[config.mk]
export PLATFORM = sky130hd
export DESIGN_NAME = rom_page_loader
export DESIGN_NICKNAME = d
export VERILOG_FILES = /design/src/rtl/rom_page_loader.sv
export SDC_FILE = /design/constraint.sdc
export NUM_CORES = 1
export LEC_CHECK = 0
export ABC_AREA = 1
export CAP_MARGIN = 25
export CORE_UTILIZATION = 35
export DETAILED_ROUTE_END_ITERATION = 8
export GPL_TIMING_DRIVEN = 0
export PLACE_DENSITY = 0.65
export SETUP_SLACK_MARGIN = 0.05
export SYNTH_ARGS = -nofsm -noshare
export SYNTH_HDL_FRONTEND = slang
export SYNTH_SLANG_ARGS = --single-unit
[constraint.sdc]
create_clock -name clk_sys -period 8 [get_ports clk_sys]
set_input_delay 1.6 -clock clk_sys [delete_from_list [all_inputs] [get_ports clk_sys]]
set_output_delay 1.6 -clock clk_sys [all_outputs]
set_load 0.005 [all_outputs]
[src/rtl/rom_page_loader.sv]
// ROM download to SDRAM page loader: maps file bytes onto {area, page, offset} and queues them in a 2-deep write FIFO.
// Optional ROM_PAGE_LOADER_MAP_EN adds a per-page "loaded" map queried through map_page/map_valid.
module rom_page_loader #(
    parameter int PAGE_BITS      = 8,
    parameter int PAGE_SIZE_BITS = 14,
    parameter int NUM_BANKS      = 2,
    parameter int COMBO_PAGE     = (1 << PAGE_BITS) - 1,
    localparam int BANK_W        = (NUM_BANKS > 1) ? $clog2(NUM_BANKS) : 1,
    localparam int ADDR_W        = 1 + PAGE_BITS + PAGE_SIZE_BITS
) (
    input  logic                 clk_sys,
    input  logic                 reset,
    input  logic                 dl_active,
    input  logic                 dl_wr,
    input  logic [24:0]          dl_addr,
    input  logic [7:0]           dl_data,
    input  logic [7:0]           dl_index,
    input  logic [15:0]          dl_ext,
    input  logic [BANK_W-1:0]    bank_sel,
    output logic                 wr_req,
    input  logic                 wr_ack,
    output logic [ADDR_W-1:0]    wr_addr,
    output logic [7:0]           wr_data,
    output logic [BANK_W-1:0]    wr_bank,
    input  logic [PAGE_BITS-1:0] map_page,
    output logic                 map_valid,
    output logic                 busy,
    output logic                 err_ext,
    output logic                 err_ovf
);

    typedef enum logic [2:0] {
        MODE_IDLE  = 3'd0,
        MODE_SYS   = 3'd1,
        MODE_EXP   = 3'd2,
        MODE_COMBO = 3'd3,
        MODE_BAD   = 3'd4
    } mode_t;

    // {valid, value} for one ASCII hex digit; only 0-9 and upper-case A-F are accepted
    function automatic logic [4:0] hex_nib(input logic [7:0] c);
        if (c >= 8'h30 && c <= 8'h39) begin
            hex_nib = {1'b1, c[3:0]};
        end else if (c >= 8'h41 && c <= 8'h46) begin
            hex_nib = {1'b1, c[3:0] + 4'd9};
        end else begin
            hex_nib = 5'd0;
        end
    endfunction

    function automatic logic [PAGE_BITS-1:0] fit_page(input logic [31:0] v);
        fit_page = v[PAGE_BITS-1:0];
    endfunction

    function automatic logic [BANK_W-1:0] bank_of(input logic [31:0] chunk);
        logic [31:0] sh;
        sh      = chunk >> 2;
        bank_of = sh[BANK_W-1:0];
    endfunction

    logic                 dl_active_q, dl_active_d, dl_wr_q, dl_wr_d;
    logic                 act_rise_s, act_fall_s, wr_rise_s;
    logic [4:0]           hi_s, lo_s;
    mode_t                mode_q, mode_d;
    logic                 active_q, active_d, area_q, area_d;
    logic [PAGE_BITS-1:0] base_q, base_d;
    logic                 err_ext_q, err_ext_d, err_ovf_q, err_ovf_d;
    logic                 stg_vld_q, stg_vld_d;
    logic [24:0]          stg_addr_q, stg_addr_d;
    logic [7:0]           stg_data_q, stg_data_d;
    logic [BANK_W-1:0]    stg_bank_q, stg_bank_d;
    logic [31:0]          chunk_s;
    logic [PAGE_BITS-1:0] exp_page_s, res_page_s;
    logic                 res_keep_s, res_area_s, push_s, pop_s, full_s, do_push_s;
    logic [BANK_W-1:0]    res_bank_s;
    logic [ADDR_W-1:0]    fifo_addr_q [2], fifo_addr_d [2];
    logic [7:0]           fifo_data_q [2], fifo_data_d [2];
    logic [BANK_W-1:0]    fifo_bank_q [2], fifo_bank_d [2];
    logic                 wr_ptr_q, wr_ptr_d, rd_ptr_q, rd_ptr_d;
    logic [1:0]           count_q, count_d;
    logic                 map_valid_q, map_valid_d;

    assign act_rise_s = dl_active & ~dl_active_q;
    assign act_fall_s = ~dl_active & dl_active_q;
    assign wr_rise_s  = dl_wr & ~dl_wr_q;

    // Download mode: decoded once per download at the dl_active rising edge
    always_comb begin
        mode_d      = mode_q;
        active_d    = active_q;
        base_d      = base_q;
        area_d      = area_q;
        err_ext_d   = err_ext_q;
        dl_active_d = dl_active;
        dl_wr_d     = dl_wr;
        hi_s        = hex_nib(dl_ext[15:8]);
        lo_s        = hex_nib(dl_ext[7:0]);
        if (reset) begin
            mode_d    = MODE_IDLE;
            active_d  = 1'b0;
            base_d    = '0;
            area_d    = 1'b0;
            err_ext_d = 1'b0;
        end else if (act_rise_s) begin
            active_d  = 1'b1;
            err_ext_d = 1'b0;
            base_d    = '0;
            area_d    = 1'b0;
            if (dl_index == 8'd0) begin
                mode_d = MODE_SYS;
            end else if (dl_ext == 16'h5A5A) begin
                mode_d = MODE_EXP;
            end else if (dl_ext == 16'h5A30) begin
                mode_d = MODE_COMBO;
            end else if (hi_s[4] && lo_s[4]) begin
                mode_d = MODE_EXP;
                base_d = fit_page({24'd0, hi_s[3:0], lo_s[3:0]});
                area_d = 1'b1;
            end else begin
                mode_d    = MODE_BAD;
                err_ext_d = 1'b1;
            end
        end else if (act_fall_s) begin
            active_d = 1'b0;
        end else begin
            active_d = active_q;
        end
    end

    // Strobe capture: one raw entry per dl_wr rising edge; resolved against the mode on the next cycle
    always_comb begin
        stg_vld_d  = 1'b0;
        stg_addr_d = stg_addr_q;
        stg_data_d = stg_data_q;
        stg_bank_d = stg_bank_q;
        if (reset) begin
            stg_vld_d = 1'b0;
        end else if (wr_rise_s && dl_active) begin
            stg_vld_d  = 1'b1;
            stg_addr_d = dl_addr;
            stg_data_d = dl_data;
            stg_bank_d = bank_sel;
        end else begin
            stg_vld_d = 1'b0;
        end
    end

    assign chunk_s    = 32'(stg_addr_q[24:PAGE_SIZE_BITS]);
    assign exp_page_s = base_q + stg_addr_q[PAGE_BITS+PAGE_SIZE_BITS-1:PAGE_SIZE_BITS];

    // Target resolution: {area, page, bank} for the staged byte, or discard
    always_comb begin
        res_keep_s = 1'b0;
        res_area_s = 1'b0;
        res_page_s = '0;
        res_bank_s = stg_bank_q;
        case (mode_q)
            MODE_EXP: begin
                res_keep_s = 1'b1;
                res_area_s = area_q;
                res_page_s = exp_page_s;
            end
            MODE_COMBO: begin
                res_keep_s = 1'b1;
                if (chunk_s == 32'd0) begin
                    res_area_s = area_q;
                    res_page_s = exp_page_s;
                end else begin
                    res_area_s = 1'b1;
                    res_page_s = fit_page(32'(COMBO_PAGE) + chunk_s - 32'd1);
                end
            end
            MODE_SYS: begin
                if (chunk_s < 32'(4 * NUM_BANKS)) begin
                    res_keep_s = 1'b1;
                    res_bank_s = bank_of(chunk_s);
                    case (chunk_s[1:0])
                        2'd0:    begin res_area_s = 1'b0; res_page_s = '0;               end
                        2'd1:    begin res_area_s = 1'b1; res_page_s = '0;               end
                        2'd2:    begin res_area_s = 1'b1; res_page_s = fit_page(32'd7);  end
                        default: begin res_area_s = 1'b1; res_page_s = '1;               end
                    endcase
                end else begin
                    res_keep_s = 1'b0;
                end
            end
            default: res_keep_s = 1'b0;
        endcase
    end

    assign push_s    = stg_vld_q & res_keep_s;
    assign pop_s     = (count_q != 2'd0) & wr_ack;
    assign full_s    = (count_q == 2'd2);
    assign do_push_s = push_s & (~full_s | pop_s);

    // Write FIFO; a push into a full FIFO only succeeds when the head pops in the same cycle
    always_comb begin
        fifo_addr_d = fifo_addr_q;
        fifo_data_d = fifo_data_q;
        fifo_bank_d = fifo_bank_q;
        wr_ptr_d    = wr_ptr_q;
        rd_ptr_d    = rd_ptr_q;
        count_d     = count_q;
        err_ovf_d   = err_ovf_q;
        if (reset) begin
            wr_ptr_d  = 1'b0;
            rd_ptr_d  = 1'b0;
            count_d   = 2'd0;
            err_ovf_d = 1'b0;
        end else begin
            if (do_push_s) begin
                fifo_addr_d[wr_ptr_q] = {res_area_s, res_page_s, stg_addr_q[PAGE_SIZE_BITS-1:0]};
                fifo_data_d[wr_ptr_q] = stg_data_q;
                fifo_bank_d[wr_ptr_q] = res_bank_s;
                wr_ptr_d              = ~wr_ptr_q;
            end else begin
                wr_ptr_d = wr_ptr_q;
            end
            if (pop_s) begin
                rd_ptr_d = ~rd_ptr_q;
            end else begin
                rd_ptr_d = rd_ptr_q;
            end
            count_d = count_q + {1'b0, do_push_s} - {1'b0, pop_s};
            if (push_s && !do_push_s) begin
                err_ovf_d = 1'b1;
            end else if (act_rise_s) begin
                err_ovf_d = 1'b0;
            end else begin
                err_ovf_d = err_ovf_q;
            end
        end
    end

`ifdef ROM_PAGE_LOADER_MAP_EN
    logic [(1 << PAGE_BITS)-1:0] map_q, map_d;

    // Loaded-page map: marks area-1 pages as their writes leave the FIFO
    always_comb begin
        map_d       = map_q;
        map_valid_d = 1'b0;
        if (reset) begin
            map_d       = '0;
            map_valid_d = 1'b0;
        end else begin
            map_valid_d = map_q[map_page];
            if (pop_s && wr_addr[ADDR_W-1]) begin
                map_d[wr_addr[ADDR_W-2:PAGE_SIZE_BITS]] = 1'b1;
            end else begin
                map_d = map_q;
            end
        end
    end

    // Map storage
    always_ff @(posedge clk_sys) begin
        map_q <= map_d;
    end
`else
    logic map_page_unused_s;
    assign map_page_unused_s = ^map_page;

    // Without a map every page reports loaded once out of reset
    always_comb begin
        map_valid_d = 1'b0;
        if (reset) begin
            map_valid_d = 1'b0;
        end else begin
            map_valid_d = 1'b1;
        end
    end
`endif

    // State registers; reset is folded into the _d logic above
    always_ff @(posedge clk_sys) begin
        dl_active_q <= dl_active_d;
        dl_wr_q     <= dl_wr_d;
        mode_q      <= mode_d;
        active_q    <= active_d;
        base_q      <= base_d;
        area_q      <= area_d;
        err_ext_q   <= err_ext_d;
        err_ovf_q   <= err_ovf_d;
        stg_vld_q   <= stg_vld_d;
        stg_addr_q  <= stg_addr_d;
        stg_data_q  <= stg_data_d;
        stg_bank_q  <= stg_bank_d;
        fifo_addr_q <= fifo_addr_d;
        fifo_data_q <= fifo_data_d;
        fifo_bank_q <= fifo_bank_d;
        wr_ptr_q    <= wr_ptr_d;
        rd_ptr_q    <= rd_ptr_d;
        count_q     <= count_d;
        map_valid_q <= map_valid_d;
    end

    assign wr_req    = (count_q != 2'd0);
    assign wr_addr   = fifo_addr_q[rd_ptr_q];
    assign wr_data   = fifo_data_q[rd_ptr_q];
    assign wr_bank   = fifo_bank_q[rd_ptr_q];
    assign busy      = active_q | stg_vld_q | (count_q != 2'd0);
    assign err_ext   = err_ext_q;
    assign err_ovf   = err_ovf_q;
    assign map_valid = map_valid_q;

endmodule

==> results.tsv, run 1 <==
stage	metric	value	unit
clock_network	CTS buffer count	17	
floorplanning	I/O pins	108	
global_routing	vias in the first global route	3988	
synth	top cell type's share of synthesized area	53.8	%
global_routing	largest net degree at the start of global routing	33	
synth	Syn Nets	621	
sta	skew final	9.22	ps
power	Net Sw Frac	21.5	%
floorplanning	CORE AREA	0.0152	mm²
sta	Worst-Margin Slew	798	ps
floorplanning	site row count	45	
worst_setup_path	CP arrival	2210	ps
clock_network	post-CTS setup buffer count	0	
worst_setup_path	crit path launch type	register	
cells_and_area	antenna cells	0	
worst_setup_path	Max stage delay on crit path	530	ps
worst_setup_path	critical path required time	6400	ps
clock_network	CTS Hold Bufs	0	
floorplanning	starting density of the core	36.0	%
clock_network	clock root cell	clkbuf_16	
global_routing	first-pass GRT wire length	18.9	mm
flow_run	total of max-cap violations	0	
sta	Final TNS setup	0	ps
global_routing	met3 Use GR	3.63	%
global_routing	total grt overflow	0	
synth	post-synthesis async set-or-reset flop share	0	%
synth	area leader, netlist	edfxtp_1	
sta	fmax	262	MHz
run_status	status	finished, final reports clean	
detailed_routing	DRC violations left	0	
synth	unique cell type count in the Yosys netlist	40	
detailed_routing	post-detailed-route wirelength per cell	13.5	µm
sta	Hold Slack	438	ps
power	Gate power share	10.9	%
synth	main flop type after synthesis	edfxtp_1	
power	VDD IR max	0.157	mV
worst_setup_path	CP endpoint kind	primary output	
cells_and_area	area grow syn2layout	34.0	%
cells_and_area	final core utilization	48.2	%
sta	crit path setup slack, layout	4190	ps
power	power share of the clock group	44.9	%
clock_network	clock latency on the worst-skew pair	420	ps
synth	gate count after technology mapping	530	
clock_network	Post-CTS Resized	0	
cells_and_area	final non-filler cell total	850	
sta	Max Transition Viols Final	0	
power	Pwr Density	212	mW/mm²
worst_setup_path	crit path cell chain	clkbuf_1 -> inv_1 -> clkbuf_1 -> nand2_1 -> nand2_1 -> clkdlybuf4s50_1	
synth	sequential area share after synthesis	61.9	%
power	Flop pwr share	44.2	%
worst_setup_path	Slowest-stage cell, CP	clkdlybuf4s50_1	
place	dpl ws	4320	ps
worst_setup_path	crit-path max FO	10	
sta	min Tclk post-route	3810	ps
power	sw power	0.333	mW
worst_setup_path	crit path from	rd_ptr_q$_SDFFE_PP0P_	
detailed_routing	Routed WL	11.5	mm
synth	EDFF count, synth	98	
detailed_routing	DRT Pass-1 Iters	5	
sta	final hold viol count	0	
global_routing	Tot GR Track Use	15.5	%
synth	Post-Syn Area	0.00547	mm²
place	placed cell areas	0.00678	mm²
cells_and_area	layout cells sized above 1	9.37	%
global_routing	grt met1 use	18.4	%
global_routing	gr busiest metal	met2	
synth	YS warnings	0	
global_routing	met2 usage in global routing	26.0	%
clock_network	Reg clk slew, reported paths	50	ps
clock_network	clk sink count	120	
synth	ranking of synthesized cells by area	edfxtp_1 (54%), nand2_1 (12%), dfxtp_1 (8.1%)	
sta	unrepaired setup endpoints after global routing	false	
clock_network	H-tree levels	4	
synth	synthesis-stage register bit count	120	
place	# port buffers	98	
power	Final Total Pwr	1.55	mW
worst_setup_path	WS Path Type	register to primary output	
detailed_routing	via count	3959	
clock_network	Clock Path Buffers	2	
sta	period utilization	47.6	%
min_path	Hold Crit Start	dl_wr_q$_DFF_P_	
global_routing	initial antenna violation count	0	
cells_and_area	Final #Nets	743	
detailed_routing	Via density	4.66	
min_path	worst min-delay path class	register to register	
detailed_routing	drt initial violations	278	
cells_and_area	Design Area, Final	0.00732	mm²
power	Pint	1.22	mW
place	final HPWL from detailed placement	8.65	mm
floorplanning	die height	127	µm
synth	Avg Cell Area, Syn	10.3	µm²
sta	Worst slew margin	46.6	%
place	DP Cell Count	821	
cells_and_area	commonest non-fill, non-tap cell in the layout	nand2_1	
cells_and_area	most frequent cells in the layout	nand2_1 (175), edfxtp_1 (98), clkdlybuf4s50_1 (98)	
floorplanning	Die X	127	µm
place	RePlAce Congestion	0.858	
detailed_routing	Routed Antenna Nets	0	
clock_network	CTS tree	yes	
floorplanning	Die Footprint	0.0161	mm²
sta	# setup viols final	0	
power	Leak	2.86	nW
worst_setup_path	reg2reg start	stg_addr_q[21]$_DFFE_PP_	
[kinds of logic after synthesis]
family,count (synthesis),share of synthesized area [%]
AOI/OAI and AO/OA,43,4.65
xor gates and xnor gates,12,1.92
adders and majority gates,20,4.72
buffers and inverters,63,4.33
DFF,120,61.9
and+or+nand+nor,272,22.5
[critical path: cells and delay by family, from the launching register on]
| family | cells | cell delay, ps |
|---|---|---|
| buffers and inverters | 4 | 1300 |
| AND/OR/NAND/NOR | 2 | 210 |
| flip-flops | 1 | 290 |
[cell usage after synthesis (7+ instances only)]
cell,count
a21oi_1,19
clkbuf_1,10
dfxtp_1,22
edfxtp_1,98
ha_1,19
inv_1,47
nand2_1,175
nand3_1,30
nor2_1,28
nor3_1,11
o21ai_0,7
xor2_1,9
[final timing paths]
path	end	slack, ps	cells past startpoint
worst max-delay path	wr_addr[17]	4190	6
worst min-delay path	stg_vld_q$_SDFF_PP0_	440	1
worst max register to register	fifo_addr_q[6]$_DFFE_PP_	5480	7
worst min register to register	stg_vld_q$_SDFF_PP0_	440	1
[layout make-up]
cell class                      count  area (µm²)
Multi-Input combinational cell    347        1860
Clock buffer                       19         433
Tap cell                          188         235
Inverter                           53         199
Buffer                             10        37.5
Sequential cell                   120        3380
Timing Repair Buffer              103        1060
Clock inverter                     10         108
Fill cell                        1363        7880
[registers in the layout (all words and copies together) (netlist names)]
name / count
fifo_addr_q: 46
stg_addr_q: 25
fifo_data_q: 16
base_q: 8
stg_data_q: 8
mode_q: 3
count_q: 2
fifo_bank_q: 2
active_q: 1
area_q: 1
dl_active_q: 1
dl_wr_q: 1
err_ovf: 1
map_valid: 1
rd_ptr_q: 1
stg_bank_q: 1
stg_vld_q: 1
wr_ptr_q: 1
[per-layer routing]
| metal | up-vias | part of all wire (%) | wire length (µm) |
|---|---|---|---|
| li1 | 2021 | - | - |
| met1 | 1823 | 44 | 5000 |
| met2 | 93 | 50 | 5720 |
| met3 | 22 | 3.7 | 423 |
| met4 | 0 | 2.9 | 337 |
| met5 | - | 0 | 0 |
[power by group through the flow]
| stage | Sequential [mW] | Combinational [mW] | Clock [mW] |
|---|---|---|---|
| after global routing | 0.685 | 0.188 | 0.737 |
| after floorplan | 0.695 | 0.0694 | 0 |
| after CTS | 0.684 | 0.172 | 0.709 |
| after detailed placement | 0.696 | 0.171 | 0 |
| after global placement | 0.696 | 0.166 | 0 |
| final | 0.684 | 0.169 | 0.696 |
Note: power is estimated with default switching activity, not from simulation.
==> run 2: changes to the inputs <==
- PLACE_DENSITY: 0.65 -> 0.67
- clock period: 8 -> 3.1 ns (I/O delays scaled with it)
==> run 2 against run 1 <==
Design area rose by 0.44%. Largest cell class unchanged. Wire length fell by 0.79%. Core utilization grew 0.21 points. Worst hold slack gained 4.3 ps. First-iteration DRC count is 14% lower. Sequential cell count is the same. Critical endpoint is now wr_addr[3].
==> results.tsv, run 2 (synthesis results as in run 1) <==
stage	metric	value	unit	change
run_status	status	finished, final reports clean		
floorplanning	die height	127	µm	unchanged
power	Flop pwr share	43.2	%	-1.0 points
clock_network	clk sink count	120		unchanged
clock_network	clock root cell	clkbuf_16		
power	Gate power share	10.7	%	-0.2 points
cells_and_area	antenna cells	0		unchanged
global_routing	first-pass GRT wire length	18.7	mm	-0.95%
detailed_routing	DRC violations left	0		unchanged
floorplanning	Die Footprint	0.0161	mm²	unchanged
sta	fmax	356	MHz	
clock_network	Reg clk slew, reported paths	50	ps	about the same
sta	# setup viols final	0		unchanged
cells_and_area	layout cells sized above 1	9.95	%	+0.59 points
power	Pint	3.17	mW	+160%
global_routing	initial antenna violation count	0		unchanged
clock_network	clock latency on the worst-skew pair	400	ps	-20 ps
worst_setup_path	crit-path max FO	10		unchanged
sta	skew final	5.41	ps	-3.82 ps
global_routing	Tot GR Track Use	15.1	%	-0.38 points
detailed_routing	Routed Antenna Nets	0		unchanged
detailed_routing	via count	3924		-0.88%
floorplanning	CORE AREA	0.0152	mm²	unchanged
detailed_routing	DRT Pass-1 Iters	4		-1
min_path	worst min-delay path class	register to register		
cells_and_area	Design Area, Final	0.00735	mm²	+0.44%
sta	Max Transition Viols Final	0		unchanged
clock_network	Clock Path Buffers	2		unchanged
sta	Worst-Margin Slew	952	ps	+154 ps
cells_and_area	commonest non-fill, non-tap cell in the layout	nand2_1		
sta	Worst slew margin	36.4	%	-10 points
cells_and_area	max FFs per register	46		unchanged
global_routing	total grt overflow	0		unchanged
cells_and_area	most frequent cells in the layout	nand2_1 (175), edfxtp_1 (98), clkdlybuf4s50_1 (98)		
min_path	Hold Path Depth	0		-1
cells_and_area	area grow syn2layout	34.6	%	
worst_setup_path	R2R depth	7		unchanged
global_routing	largest net degree at the start of global routing	33		unchanged
power	Leak	2.87	nW	+0.18%
power	Pwr Density	556	mW/mm²	+160%
power	Final Total Pwr	4.09	mW	+160%
floorplanning	I/O pins	108		unchanged
flow_run	total of max-cap violations	0		unchanged
clock_network	H-tree levels	4		unchanged
detailed_routing	drt initial violations	240		-14%
floorplanning	Die X	127	µm	unchanged
floorplanning	site row count	45		unchanged
place	final HPWL from detailed placement	8.64	mm	-0.12%
cells_and_area	Final #Nets	741		-0.27%
detailed_routing	post-detailed-route wirelength per cell	13.4	µm	-0.91%
sta	min Tclk post-route	2810	ps	
sta	Hold Slack	443	ps	+4.26 ps
place	placed cell areas	0.00678	mm²	about the same
sta	final hold viol count	0		unchanged
floorplanning	starting density of the core	36.0	%	unchanged
power	power share of the clock group	46.1	%	+1.2 points
worst_setup_path	CP endpoint kind	primary output		
place	RePlAce Congestion	0.848		-1.2%
clock_network	CTS buffer count	17		unchanged
worst_setup_path	crit path launch type	register		
place	# port buffers	98		unchanged
detailed_routing	Via density	4.61		-1.0%
detailed_routing	Routed WL	11.4	mm	-0.79%
power	Net Sw Frac	22.5	%	+0.95 points
clock_network	CTS Hold Bufs	0		unchanged
power	sw power	0.917	mW	+180%
cells_and_area	Top Registers	fifo_addr_q (46), stg_addr_q (25), fifo_data_q (16)		
sta	unrepaired setup endpoints after global routing	false		
power	VDD IR max	0.345	mV	+120%
worst_setup_path	critical path required time	2480	ps	-3920 ps
worst_setup_path	WS Path Type	register to primary output		
cells_and_area	Most flops, register	fifo_addr_q		
worst_setup_path	CP arrival	2190	ps	-20 ps
clock_network	CTS tree	yes		
global_routing	vias in the first global route	4001		+0.33%
sta	period utilization	90.7	%	
-- run 2: worst max-delay path: stages (launching register included) --
cell	delay, ps
dfxtp_1	290
clkbuf_1	190
inv_1	180
clkbuf_1	400
nand2_1	120
nand2_1	100
clkdlybuf4s50_1	500
-- run 2: repair_timing --
| action | in CTS | in global routing |
|---|---|---|
| resized for setup | 0 | 2 |
| setup buffers | 0 | 0 |
| endpoints found under the setup margin | 0 | 1 |
-- run 2: through the flow --
step / TNS (ps) / setup slack (ps) / util (%) / cells
2_1_floorplan: 0 / 153 / - / 530
3_3_place_gp: -71540 / -834 / 44.0 / 816
3_5_place_dp: 0 / 310 / 44.6 / 819
4_1_cts: 0 / 174 / 48.4 / 851
5_1_grt: 0 / 108 / 48.4 / 851
6_report: 0 / 289 / 48.4 / 851
-- run 2: power by group through the flow --
stage	Clock (mW)	Sequential [mW]	Combinational, mW
finish	1.88	1.76	0.438
floorplan	0	1.79	0.179
detailed placement	0	1.80	0.440
CTS	1.92	1.76	0.443
global placement	0	1.80	0.426
global route	2.00	1.77	0.487
-- run 2: worst paths after layout --
kind,start,end,slack [ps]
setup / recovery,rd_ptr_q$_SDFFE_PP0P_,wr_addr[3],290
hold / removal,stg_addr_q[9]$_DFFE_PP_,fifo_addr_q[32]$_DFFE_PP_,440
setup reg to reg,stg_addr_q[21]$_DFFE_PP_,fifo_addr_q[7]$_DFFE_PP_,470
hold reg to reg,stg_addr_q[9]$_DFFE_PP_,fifo_addr_q[32]$_DFFE_PP_,440
-- run 2: metal layers --
| layer | wire [µm] | share of wire (%) | vias to the layer above | global-route usage, % |
|---|---|---|---|---|
| met4 | 149 | 1.3 | 0 | 5.88 |
| met3 | 302 | 2.7 | 10 | 3.46 |
| li1 | - | - | 2013 | - |
| met5 | 0 | 0 | - | 0 |
| met1 | 5090 | 45 | 1831 | 17.8 |
| met2 | 5850 | 51 | 70 | 26.6 |
-- run 2: cell type report --
type | instances | area [µm²]
Fill cell | 1374 | 7850
Sequential cell | 120 | 3380
Multi-Input combinational cell | 347 | 1870
Timing Repair Buffer | 101 | 1050
Clock buffer | 18 | 429
Tap cell | 188 | 235
Inverter | 53 | 199
Clock inverter | 14 | 148
Buffer | 10 | 38.8
==> run 3: changes to the inputs <==
- RECOVER_POWER: unset -> 25
==> run 3 against run 2 <==
Sequential cell count unchanged. Core utilization unchanged. Register-to-register slack about the same. Worst hold slack gained 0.68 ps. Sequential power about the same. Critical path depth unchanged. Via count barely moved. Wire length fell by 0.28%. Die area unchanged. Clock-buffer cell count unchanged. Critical path type unchanged. Critical endpoint unchanged. Largest power group unchanged. Highest routed layer unchanged.
==> results.tsv, run 3 (synthesis results as in run 1) <==
stage	metric	value	unit	change
clock_network	CTS tree	yes		
cells_and_area	Final #Nets	741		unchanged
global_routing	initial antenna violation count	0		unchanged
global_routing	total grt overflow	0		unchanged
cells_and_area	max FFs per register	46		unchanged
clock_network	Reg clk slew, reported paths	50	ps	about the same
sta	# setup viols final	0		unchanged
clock_network	clock root cell	clkbuf_16		
floorplanning	Die Footprint	0.0161	mm²	unchanged
clock_network	CTS Hold Bufs	0		unchanged
power	Pwr Density	554	mW/mm²	-0.20%
detailed_routing	DRT Pass-1 Iters	4		unchanged
min_path	Hold Crit Start	stg_addr_q[9]$_DFFE_PP_		
cells_and_area	antenna cells	0		unchanged
worst_setup_path	reg-to-reg slack, setup	470	ps	about the same
cells_and_area	final non-filler cell total	851		unchanged
cells_and_area	area grow syn2layout	34.6	%	unchanged
clock_network	CTS buffer count	17		unchanged
cells_and_area	Top Registers	fifo_addr_q (46), stg_addr_q (25), fifo_data_q (16)		
sta	skew final	5.41	ps	+0.00183 ps
place	final HPWL from detailed placement	8.64	mm	unchanged
sta	min Tclk post-route	2800	ps	-14.0 ps
sta	final hold viol count	0		unchanged
worst_setup_path	crit path launch type	register		
cells_and_area	commonest non-fill, non-tap cell in the layout	nand2_1		
sta	fmax	357	MHz	+0.50%
detailed_routing	DR top layer	met4		
floorplanning	die height	127	µm	unchanged
global_routing	Tot GR Track Use	15.1	%	unchanged
worst_setup_path	critical path required time	2480	ps	about the same
floorplanning	site row count	45		unchanged
cells_and_area	final core utilization	48.4	%	unchanged
place	DP Cell Count	819		unchanged
sta	crit path setup slack, layout	303	ps	+14.0 ps
cells_and_area	Most flops, register	fifo_addr_q		
worst_setup_path	R2R depth	7		unchanged
detailed_routing	Met2 Wirelength	5.85	mm	about the same
global_routing	vias in the first global route	4001		unchanged
floorplanning	I/O pins	108		unchanged
floorplanning	CORE AREA	0.0152	mm²	unchanged
sta	Max Transition Viols Final	0		unchanged
flow_run	total of max-cap violations	0		unchanged
clock_network	clk sink count	120		unchanged
detailed_routing	met3 WL	306	µm	+1.3%
worst_setup_path	WS Path Type	register to primary output		
floorplanning	starting density of the core	36.0	%	unchanged
sta	unrepaired setup endpoints after global routing	false		
place	dpl ws	310	ps	unchanged
worst_setup_path	CP arrival	2180	ps	about the same
min_path	worst min-delay path class	register to register		
place	RePlAce Congestion	0.848		unchanged
cells_and_area	most frequent cells in the layout	nand2_1 (175), edfxtp_1 (98), clkdlybuf4s50_1 (79)		
worst_setup_path	RR Endpoint	fifo_addr_q[7]$_DFFE_PP_		
global_routing	first-pass GRT wire length	18.7	mm	unchanged
min_path	Hold Path Depth	0		unchanged
sta	period utilization	90.2	%	-0.45 points
clock_network	H-tree levels	4		unchanged
clock_network	clock latency on the worst-skew pair	400	ps	about the same
power	VDD IR max	0.345	mV	about the same
detailed_routing	post-detailed-route wirelength per cell	13.3	µm	-0.28%
detailed_routing	DRT met1 WL	5.05	mm	-0.63%
worst_setup_path	crit-path max FO	10		unchanged
detailed_routing	Via density	4.61		about the same
global_routing	largest net degree at the start of global routing	33		unchanged
sta	Worst-Margin Slew	947	ps	-5.11 ps
run_status	status	finished, final reports clean		
worst_setup_path	reg2reg start	stg_addr_q[21]$_DFFE_PP_		
worst_setup_path	CP endpoint kind	primary output		
sta	Worst slew margin	36.7	%	+0.34 points
min_path	Worst Hold Endpoint	fifo_addr_q[32]$_DFFE_PP_		
cells_and_area	layout cells sized above 1	9.95	%	unchanged
power	Leak	2.87	nW	+0.18%
detailed_routing	Routed Antenna Nets	0		unchanged
detailed_routing	Routed WL	11.4	mm	-0.28%
place	# port buffers	98		unchanged
detailed_routing	DRC violations left	0		unchanged
detailed_routing	via count	3926		+0.051%
clock_network	Clock Path Buffers	2		unchanged
detailed_routing	drt initial violations	241		+0.42%
floorplanning	Die X	127	µm	unchanged
[run 3: cell count changes in the layout (fill, tap and decap cells not counted)]
| cell | previous run | this run |
|---|---|---|
| clkdlybuf4s50_1 | 98 | 79 |
| dlygate4sd3_1 | 0 | 19 |
[run 3: critical path: stages (launching register included)]
cell and delay (ps):
dfxtp_1 290, clkbuf_1 190, inv_1 170, clkbuf_1 400
nand2_1 120, nand2_1 100, clkdlybuf4s50_1 500
[run 3: power breakdown]
group	leakage, nW	internal, mW	switching (mW)
Clock	0.271	1.19	0.695
Combinational	1.57	0.227	0.206
Sequential	1.03	1.75	0.0134
[run 3: worst max path at each step]
stage / to / depth (start not counted) / from / slack, ps
after floorplan: fifo_addr_q[23]$_DFFE_PP_ / 6 / stg_addr_q[21]$_DFFE_PP_ / 150
after global placement: fifo_addr_q[27]$_DFFE_PP_ / 5 / wr_ack / -830
after detailed placement: fifo_addr_q[4]$_DFFE_PP_ / 6 / wr_ack / 310
after CTS: wr_addr[16] / 6 / rd_ptr_q$_SDFFE_PP0P_ / 170
after global routing: wr_addr[3] / 6 / rd_ptr_q$_SDFFE_PP0P_ / 110
final: wr_addr[3] / 6 / rd_ptr_q$_SDFFE_PP0P_ / 300
[run 3: layer usage]
layer / up-vias / GRT usage (%)
met2: 70 / 26.6
met3: 10 / 3.46
met4: 0 / 5.88
li1: 2014 / -
met1: 1832 / 17.8
met5: - / 0
[run 3: layout make-up]
class	count	area [µm²]
well taps	188	235
repair buffers	101	1050
fillers	1374	7850
plain buffers	10	38.8
multi-input cells	347	1870
inverters	53	199
flip-flops and latches	120	3380
clock inverters	14	148
clock buffers	18	429
[run 3: timing repair]
item                                    in CTS  in global routing
endpoints found under the setup margin       0                  1
gates resized for setup                      0                  2
setup buffers                                0                  0
[run 3: metrics by stage]
step	setup TNS (ps)	total power [mW]	area, µm²	hold WS (ps)
after floorplan	0	1.97	5470	418
after global placement	-71540	2.22	6690	423
after CTS	0	4.13	7350	446
final	0	4.08	7350	443
after global routing	0	4.25	7350	454
after detailed placement	0	2.24	6780	433
